**config.mk**
```make
export PLATFORM = sky130hd
export DESIGN_NAME = interval_sched
export DESIGN_NICKNAME = d
export VERILOG_FILES = /design/src/rtl/interval_sched.sv
export SDC_FILE = /design/constraint.sdc
export NUM_CORES = 1
export LEC_CHECK = 0
export CAP_MARGIN = 5
export CORE_AREA = 4 4 94 52
export DETAILED_ROUTE_END_ITERATION = 7
export DIE_AREA = 0 0 98 56
export HOLD_SLACK_MARGIN = 0.02
export PLACE_DENSITY = 0.75
export SLEW_MARGIN = 5
export SYNTH_ARGS = -nofsm -noshare
export SYNTH_HDL_FRONTEND = slang
export SYNTH_SLANG_ARGS = --single-unit
```
**constraint.sdc**
```tcl
create_clock -name clk -period 2.6 [get_ports clk]
set_input_delay 0.65 -clock clk [delete_from_list [all_inputs] [get_ports clk]]
set_output_delay 0.65 -clock clk [all_outputs]
set_load 0.01 [all_outputs]
```
**src/rtl/interval_sched.sv**
```systemverilog
// interval_sched: four requesters share one down-counter. A round-robin
// arbiter hands the counter to one requester at a time. The owner's interval
// runs for len cycles, or ends early on abort. A one-cycle done pulse to the
// owner closes the interval.
module interval_sched #(
    parameter int WIDTH = 8
) (
    input  logic               clk,
    input  logic               clr,
    input  logic [3:0]         req,
    input  logic [4*WIDTH-1:0] len,
    input  logic               abort,
    output logic [3:0]         grant,
    output logic [3:0]         done,
    output logic               aborted,
    output logic               busy,
    output logic [WIDTH-1:0]   count
);

    typedef enum logic [1:0] {
        IDLE = 2'd0,
        RUN  = 2'd1,
        DONE = 2'd2
    } state_t;

    localparam logic [WIDTH-1:0] CNT_ONE = {{(WIDTH-1){1'b0}}, 1'b1};

    state_t           state_reg,   state_next;
    logic [3:0]       grant_reg,   grant_next;
    logic [3:0]       done_reg,    done_next;
    logic             aborted_reg, aborted_next;
    logic             busy_reg,    busy_next;
    logic [WIDTH-1:0] count_reg,   count_next;
    logic [1:0]       last_reg,    last_next;
    logic [1:0]       owner_reg,   owner_next;

    // Per-requester length slices, and the candidates in search order.
    // Slot 0 is the requester after last; slot 3 is last itself.
    logic [WIDTH-1:0] len_arr  [4];
    logic [1:0]       cand_idx [4];
    logic [3:0]       cand_hit;

    genvar gi;
    generate
        for (gi = 0; gi < 4; gi++) begin : g_cand
            assign len_arr[gi]  = len[gi*WIDTH +: WIDTH];
            assign cand_idx[gi] = last_reg + 2'(gi + 1);
            assign cand_hit[gi] = req[cand_idx[gi]];
        end
    endgenerate

    logic       win_valid;
    logic [1:0] win_idx;
    logic [3:0] win_onehot;

    // Round-robin pick: the earliest slot in search order with a request wins.
    always_comb begin
        win_idx   = 2'd0;
        win_valid = |req;
        for (int k = 3; k >= 0; k--) begin
            if (cand_hit[k]) begin
                win_idx = cand_idx[k];
            end
        end
        win_onehot = 4'b0001 << win_idx;
    end

    // Next-state and next-output logic. Every output is a register.
    always_comb begin
        state_next   = state_reg;
        grant_next   = grant_reg;
        done_next    = done_reg;
        aborted_next = aborted_reg;
        busy_next    = busy_reg;
        count_next   = count_reg;
        last_next    = last_reg;
        owner_next   = owner_reg;
        case (state_reg)
            IDLE: begin
                if (win_valid) begin
                    grant_next = win_onehot;
                    owner_next = win_idx;
                    count_next = len_arr[win_idx];
                    busy_next  = 1'b1;
                    if (len_arr[win_idx] == '0) begin
                        // A zero-length interval goes straight to completion.
                        state_next = DONE;
                        done_next  = win_onehot;
                    end else begin
                        state_next = RUN;
                    end
                end
            end
            RUN: begin
                if (abort) begin
                    // Abort freezes count and takes priority over normal expiry.
                    state_next   = DONE;
                    done_next    = grant_reg;
                    aborted_next = 1'b1;
                end else if (count_reg <= CNT_ONE) begin
                    // The counter stops at zero and never wraps.
                    state_next = DONE;
                    done_next  = grant_reg;
                    count_next = '0;
                end else begin
                    count_next = count_reg - CNT_ONE;
                end
            end
            DONE: begin
                state_next   = IDLE;
                last_next    = owner_reg;
                grant_next   = 4'b0000;
                done_next    = 4'b0000;
                aborted_next = 1'b0;
                busy_next    = 1'b0;
            end
            default: begin
                state_next   = IDLE;
                grant_next   = 4'b0000;
                done_next    = 4'b0000;
                aborted_next = 1'b0;
                busy_next    = 1'b0;
            end
        endcase
    end

    // State register. On clr, last is set to 3 so that requester 0 is searched first.
    always_ff @(posedge clk) begin
        if (clr) begin
            state_reg   <= IDLE;
            grant_reg   <= 4'b0000;
            done_reg    <= 4'b0000;
            aborted_reg <= 1'b0;
            busy_reg    <= 1'b0;
            count_reg   <= '0;
            last_reg    <= 2'd3;
            owner_reg   <= 2'd0;
        end else begin
            state_reg   <= state_next;
            grant_reg   <= grant_next;
            done_reg    <= done_next;
            aborted_reg <= aborted_next;
            busy_reg    <= busy_next;
            count_reg   <= count_next;
            last_reg    <= last_next;
            owner_reg   <= owner_next;
        end
    end

    assign grant   = grant_reg;
    assign done    = done_reg;
    assign aborted = aborted_reg;
    assign busy    = busy_reg;
    assign count   = count_reg;

endmodule

```
==> impl_summary.txt, run 1 <==
----------------------------------------------------
[Run status]
  Result of the run ... finished clean

[Power]
  Power, Total ... 0.00156 W
  Net switching power of the design ... 0.000553 W
  Cell Int Power ... 0.00101 W
  Net switching share of the total power ... 35.5%
  Power density relative to cell area ... 616 nW/um2
  Cell leakage power ... 1.05 nW
  Clock share of power ... 21.6%
  Comb pwr share ... 46.5%
  Worst IR drop on VDD ... 436 uV
  Portion of total power attributed to sequential cells ... 31.9%

[Synth]
  Count of flip-flops with a built-in enable after synthesis ... 0
  Register bit count reported by yosys ... 24
  Seq/Total Area, Yosys ... 29.7%
  Post-synth top flop ... dfxtp_1
  Xor/xnor share of the synthesized area ... 1.08%
  Yosys warning count ... 0
  Synth Area in Simple Gates ... 21.0%
  Area of the mapped netlist ... 1620 um2
  Synth Net Count ... 257
  Portion of netlist area occupied by mux cells ... 5.10%
  Cells after synthesis ... 216
  Async SR Flop Fraction ... 0%
  Adder and majority cell fraction of the synthesized area ... 1.55%
  Compound-cell area share of the yosys netlist ... 32.9%
  Largest family of logic cells by synthesized area ... compound AO/OA/AOI/OAI gates
  Average footprint of a synthesized cell ... 7.49 um2
  Netlist cell types ... 42

[Floorplanning]
  Floorplan Core Area ... 4150 um2
  Count of standard-cell rows ... 17
  Ports placed on the boundary ... 57
  Die footprint ... 5490 um2
  Die outline height ... 56 um
  Starting density of the core ... 39.0%
  Floorplan die width ... 98 um

[Placement]
  Placement-stage cell area ... 2340 um2
  # placed instances ... 338
  Gp weighted congestion ... 0.875
  DP HPWL ... 3940 um
  Buffers on Ports ... 56

[Setup path]
  CP Class ... in2reg
  Critical-path maximum fanout ... 5
  Slowest Stage Delay on Critical Path ... 330 ps
  Cell-by-cell trace of the critical path ... clkdlybuf4s15_1, nand2_2, a31o_4, or2_4, o211ai_1, a22oi_1, and4_4, o31ai_4, mux2_4
  Data required time at the worst endpoint ... 2770 ps
  Max stage delay cell, worst path ... mux2_4
  Worst setup slack for register-to-register paths ... 220 ps
  Crit path buffers/inverters ... 1
  Worst path top cell family by delay ... compound AO/OA/AOI/OAI gates
  Startpoint class of the critical path ... input port
  Crit path capture type ... flop
  Arrival time of data at the critical path endpoint ... 2670 ps

[STA]
  Post-route fraction of the period consumed by the critical path ... 96.2%
  Minimum period implied by the final worst setup slack ... 2500 ps
  Final Hold Viols ... 0
  Maximum achievable frequency ... 400 MHz
  Clock skew ... 4.58 ps
  Setup repair after global routing missed its margin ... false
  Number of pins exceeding their max-slew limit in the final report ... 0
  Worst-margin pin slew ... 590 ps
  Final setup violation count ... 0
  Remaining max-slew budget at the tightest pin ... 60.6%
  Summed negative setup slack over all endpoints ... 0 ps

[Route]
  DRC violations left ... 0
  Drt initial violations ... 118
  Number of vias in the routed layout ... 1,865
  Routed len/inst ... 15.0 um
  Residual antenna-violating net count after detailed routing ... 0
  Vias per Instance ... 5.31
  Final wirelength ... 5250 um
  Number of detailed-routing iterations run before antenna repair ... 4

[Clock network]
  Clock input transition at the sequential cells of the worst setup and hold paths ... 90 ps
  Clock tree from TritonCTS ... yes
  Clock buffer count from CTS ... 3
  Master cell of the clock root buffer ... clkbuf_8
  Clock latency at the later pin of the worst-skew pair ... 270 ps
  H-tree level count ... 1
  Cts hold-fix bufs ... 0
  Clock tree buffer depth ... 2
  # clock sinks ... 24

[Layout]
  Layout area overhead ... 56.5%
  Layout cell share with drive strength beyond 1 ... 17.3%
  Most frequent standard cell in the layout excluding fill and tap cells ... clkdlybuf4s50_1
  Flip-flop count of the largest register after layout ... 8
  Final Net Count ... 336
  Commonest cells after routing, fill and taps aside ... clkdlybuf4s50_1, o21ai_0, buf_4
  Count of fill cells added during filler insertion ... 357
  Diodes inserted ... 0
  Final instance area ... 2530 um2
  Cell Count, Final, Fillers Out ... 351

[Global route]
  Wire length of the first global-routing pass ... 8580 um
  Gr usage total ... 18.9%
  Maximum number of pins on one net before global-route repair ... 18
  Overflow after GRT ... 0
  Vias in the first global route ... 1,793
  Initial antenna violation count ... 0

[Min path]
  Path category of the worst min-delay check ... reg2reg

[Job]
  Maximum Capacitance Violations ... 0

----------------------------------------------------
worst paths after layout:
check                   start       to  cells past startpoint
setup reg to reg  last_reg[1]  done[1]                     10
hold / removal        done[2]  done[2]                      2
setup / recovery       req[3]  done[1]                      9
hold reg to reg       done[2]  done[2]                      2
cells by family (layout without fill, tap and decap cells):
group                      Yosys count  after routing
and+or+nand+nor                     69             71
muxes                                8              8
DFF                                 24             24
adders and majority gates            2              2
buffers and inverters               32            108
xor gates and xnor gates             2              2
AOI/OAI and AO/OA                   79             79
layout make-up:
type                       instances  area [um2]  share of cell area, %
clock inverter                     1        30.0                   1.19
timing repair buffer              84         766                   30.2
tap                               57        71.3                   2.82
multi-input combinational        162        1070                   42.2
sequential                        24         480                   19.0
inverter                          20        75.1                   2.96
clock buffer                       3        41.3                   1.63
per-layer routing:
| layer | wire (um) | vias to the layer above | track usage (%) |
|---|---|---|---|
| met3 | 403 | 4 | 5.26 |
| met2 | 2090 | 64 | 26.7 |
| li1 | - | 933 | - |
| met5 | 0 | - | 0 |
| met1 | 2720 | 864 | 28.6 |
| met4 | 36 | 0 | 2.56 |
worst reg2reg max path, stage by stage (launching register included):
cell	delay [ps]
dfxtp_1	420
buf_4	170
nand2_1	70
o21ai_2	250
buf_6	200
o21ai_0	110
o211ai_1	150
a22oi_1	130
and4_4	210
o31ai_4	230
mux2_4	330
cells in the mapped netlist, types with 4 or more instances:
cell       n  area share, %
clkbuf_1   7            1.6
nor2b_1    4            1.5
nor3_1     5            1.5
inv_1     20            4.6
o21ai_0   29            9.0
nand2_1   16            3.7
o211ai_1  20            9.3
a22oi_1    7            3.2
nand2b_1   6            2.3
nand3_1   10            3.1
a21oi_1    8            2.5
nor2_1    17            3.9
mux2i_1    6            3.7
dfxtp_1   24             30
what timing repair did:
action,4_1_cts,5_1_grt
pin swaps,9,5
setup buffers,5,0
gates resized for setup,18,5
gates cloned,3,0
setup endpoints to repair,6,5
power by group through the flow:
stage                     clock network, W  registers (W)  logic [W]
final                             0.000337       0.000498   0.000726
after floorplan                          0       0.000498   0.000389
after detailed placement                 0       0.000504   0.000666
after global placement                   0       0.000502   0.000655
after CTS                         0.000337       0.000496   0.000706
after global routing              0.000354       0.000510   0.000797
metrics by stage:
step / util (%) / worst slack, ps / hold slack (ps)
2_1_floorplan: - / 51.2 / 445
3_3_place_gp: 56.4 / -531 / 450
3_5_place_dp: 56.4 / -650 / 462
4_1_cts: 60.5 / 21.5 / 475
5_1_grt: 61.1 / 11.6 / 491
6_report: 61.1 / 98.0 / 470
(Power assumes the default switching activity.)
==> run 2, diff against run 1 <==
- ABC_AREA: unset -> 1
- CORE_AREA: 4 4 94 52 -> 4 4 97 53
- DIE_AREA: 0 0 98 56 -> 0 0 101 57
- PLACE_DENSITY: 0.75 -> 0.74
==> run 2 against run 1 <==
- sequential share of layout area fell by 0.71 points
- first-iteration DRC count decreased by 9.3%
- register-to-register slack better by 40 ps
- clock skew decreased by 3.6 ps
- global-route usage down 1.9 points
- synthesized cell count grew 32%
- setup slack gained 160 ps
- clock power fell by 2%
- synthesized area rose by 5.6%
- critical path type is now reg2reg
- highest routed layer unchanged
==> impl_summary.txt, run 2 <==
----------------------------------------------------
[Global route]
  Gr usage total ... 17.0%
  Overflow after GRT ... 0
  Maximum number of pins on one net before global-route repair ... 17
  Initial antenna violation count ... 0
  Wire length of the first global-routing pass ... 8160 um
  Vias in the first global route ... 1,875

[Setup path]
  Crit path capture type ... flop
  Critical-path maximum fanout ... 9
  Startpoint class of the critical path ... flop
  Data required time at the worst endpoint ... 2810 ps
  Arrival time of data at the critical path endpoint ... 2560 ps
  CP Class ... reg2reg

[STA]
  Final Hold Viols ... 0
  Clock skew ... 0.958 ps
  Maximum achievable frequency ... 427 MHz
  Number of pins exceeding their max-slew limit in the final report ... 0
  Final setup violation count ... 0
  Post-route fraction of the period consumed by the critical path ... 90.2%
  Final WS setup ... 256 ps
  Remaining max-slew budget at the tightest pin ... 66.9%
  Summed negative setup slack over all endpoints ... 0 ps
  Minimum period implied by the final worst setup slack ... 2340 ps
  Worst-margin pin slew ... 496 ps

[Synth]
  Yosys top cell by area ... dfxtp_1
  Cells after synthesis ... 285
  Average footprint of a synthesized cell ... 5.99 um2
  Post-synth top flop ... dfxtp_1
  Most common library cells after synthesis ... nand2_1, nor2_1, inv_1
  Area of the mapped netlist ... 1710 um2
  Seq/Total Area, Yosys ... 28.1%
  Async SR Flop Fraction ... 0%
  Netlist cell types ... 31
  Synth Net Count ... 326
  Register bit count reported by yosys ... 24
  Portion of synthesized cell area occupied by the leading cell type ... 28.1%
  Yosys warning count ... 0
  Dominant cell by count in the synthesized netlist ... nand2_1
  Cell types with the largest area share after synthesis ... dfxtp_1, nand2_1, nand3_1, nor2_1, inv_1
  Count of flip-flops with a built-in enable after synthesis ... 0

[Power]
  Power, Total ... 0.00343 W
  Worst IR drop on VDD ... 527 uV
  Power density relative to cell area ... 1300 nW/um2
  Cell leakage power ... 1.30 nW

[Floorplanning]
  Die outline height ... 57 um
  Starting density of the core ... 39.9%
  Ports placed on the boundary ... 57
  Count of standard-cell rows ... 17
  Floorplan die width ... 101 um
  Floorplan Core Area ... 4280 um2
  Die footprint ... 5760 um2

[Placement]
  DP HPWL ... 3920 um
  Gp weighted congestion ... 0.861
  Buffers on Ports ... 56
  Worst slack, placed ... -312 ps
  Placement-stage cell area ... 2410 um2

[Layout]
  Final Net Count ... 400
  Flip-flop count of the largest register after layout ... 8
  Layout cell share with drive strength beyond 1 ... 15.1%
  Final instance area ... 2640 um2
  Most frequent standard cell in the layout excluding fill and tap cells ... nand2_1
  Diodes inserted ... 0
  End-of-flow core utilization ... 61.7%
  Layout area overhead ... 54.4%
  Commonest cells after routing, fill and taps aside ... nand2_1, clkdlybuf4s50_1, nor2_1

[Clock network]
  Clock latency at the later pin of the worst-skew pair ... 270 ps
  Master cell of the clock root buffer ... clkbuf_8
  Clock tree from TritonCTS ... yes
  # clock sinks ... 24
  Clock buffer count from CTS ... 3
  Clock input transition at the sequential cells of the worst setup and hold paths ... 90 ps
  Clock tree buffer depth ... 2
  H-tree level count ... 1
  Cts hold-fix bufs ... 0

[Route]
  Drt initial violations ... 107
  Final wirelength ... 5360 um
  Number of vias in the routed layout ... 2,083
  Number of detailed-routing iterations run before antenna repair ... 4
  DRC violations left ... 0
  Routed len/inst ... 12.9 um
  Residual antenna-violating net count after detailed routing ... 0
  Vias per Instance ... 5.02

[Run status]
  Result of the run ... finished clean

[Min path]
  Path category of the worst min-delay check ... reg2reg

[Job]
  Maximum Capacitance Violations ... 0

----------------------------------------------------
run 2: per-layer routing:
metal	vias up	track usage [%]	part of all wire, %
met3	6	3.79	7.1
li1	1078	-	-
met1	931	24.7	49
met2	68	26.7	43
met5	-	0	0
met4	0	1.70	0.91
run 2: timing repair:
item                       4_1_cts  5_1_grt
setup endpoints to repair        4        7
gates resized for setup          1       24
buffers inserted                 0        3
gates cloned                     0        3
pin swaps                        1       17
run 2: worst max-delay path, cell delays in order, from the launching register on:
cell and delay [ps]:
dfxtp_2 460, inv_4 90, nand2_2 60, nand2_1 80, nand2_1 130, nand2_1 80
inv_2 60, nand2_1 60, nand2_2 90, nand2_4 90, clkbuf_16 170, nand3_1 70
nand2_1 70, nor2_1 110, nand2_1 60, nor2_1 100, nand2_1 70, nand2_2 130
nand2_4 80, nand2_2 80, nand2_1 40, nor2_1 90
run 2: worst paths after layout:
path | start | depth (start not counted) | slack [ps] | endpoint
worst min-delay path | busy | 2 | 470 | busy
worst min register to register | busy | 2 | 470 | busy
worst max-delay path | last_reg[0] | 21 | 260 | done[2]
worst max register to register | last_reg[0] | 21 | 260 | done[2]
run 2: cells by family (layout without fill, tap and decap cells):
kind of cell               count (synthesis)  count (layout)  synth area share, %
adders and majority gates                  2               2                 1.46
DFF                                       24              24                 28.1
buffers and inverters                     44             116                 11.5
and+or+nand+nor                          173             174                 44.1
AOI/OAI and AO/OA                         38              38                 12.7
xor gates and xnor gates                   4               4                 2.05
run 2: power breakdown:
part | switching [W] | internal [W]
Combinational | 0.00138 | 0.00109
Clock | 0.000124 | 0.000206
Sequential | 0.000128 | 0.000507
Total | 0.00163 | 0.00180
run 2: per-stage QoR:
stage               hold slack (ps)  std cells
finish                          471        415
global route                    482        415
CTS                             472        409
detailed placement              453        405
global placement                443        405
floorplan                       445        285
run 2: final cells by class:
| cell class | instances | area (um2) |
|---|---|---|
| Clock inverter | 1 | 30.0 |
| Sequential cell | 24 | 482 |
| Timing Repair Buffer | 80 | 805 |
| Multi-Input combinational cell | 218 | 1090 |
| Fill cell | 404 | 1640 |
| Tap cell | 57 | 71.3 |
| Clock buffer | 3 | 41.3 |
| Inverter | 32 | 123 |
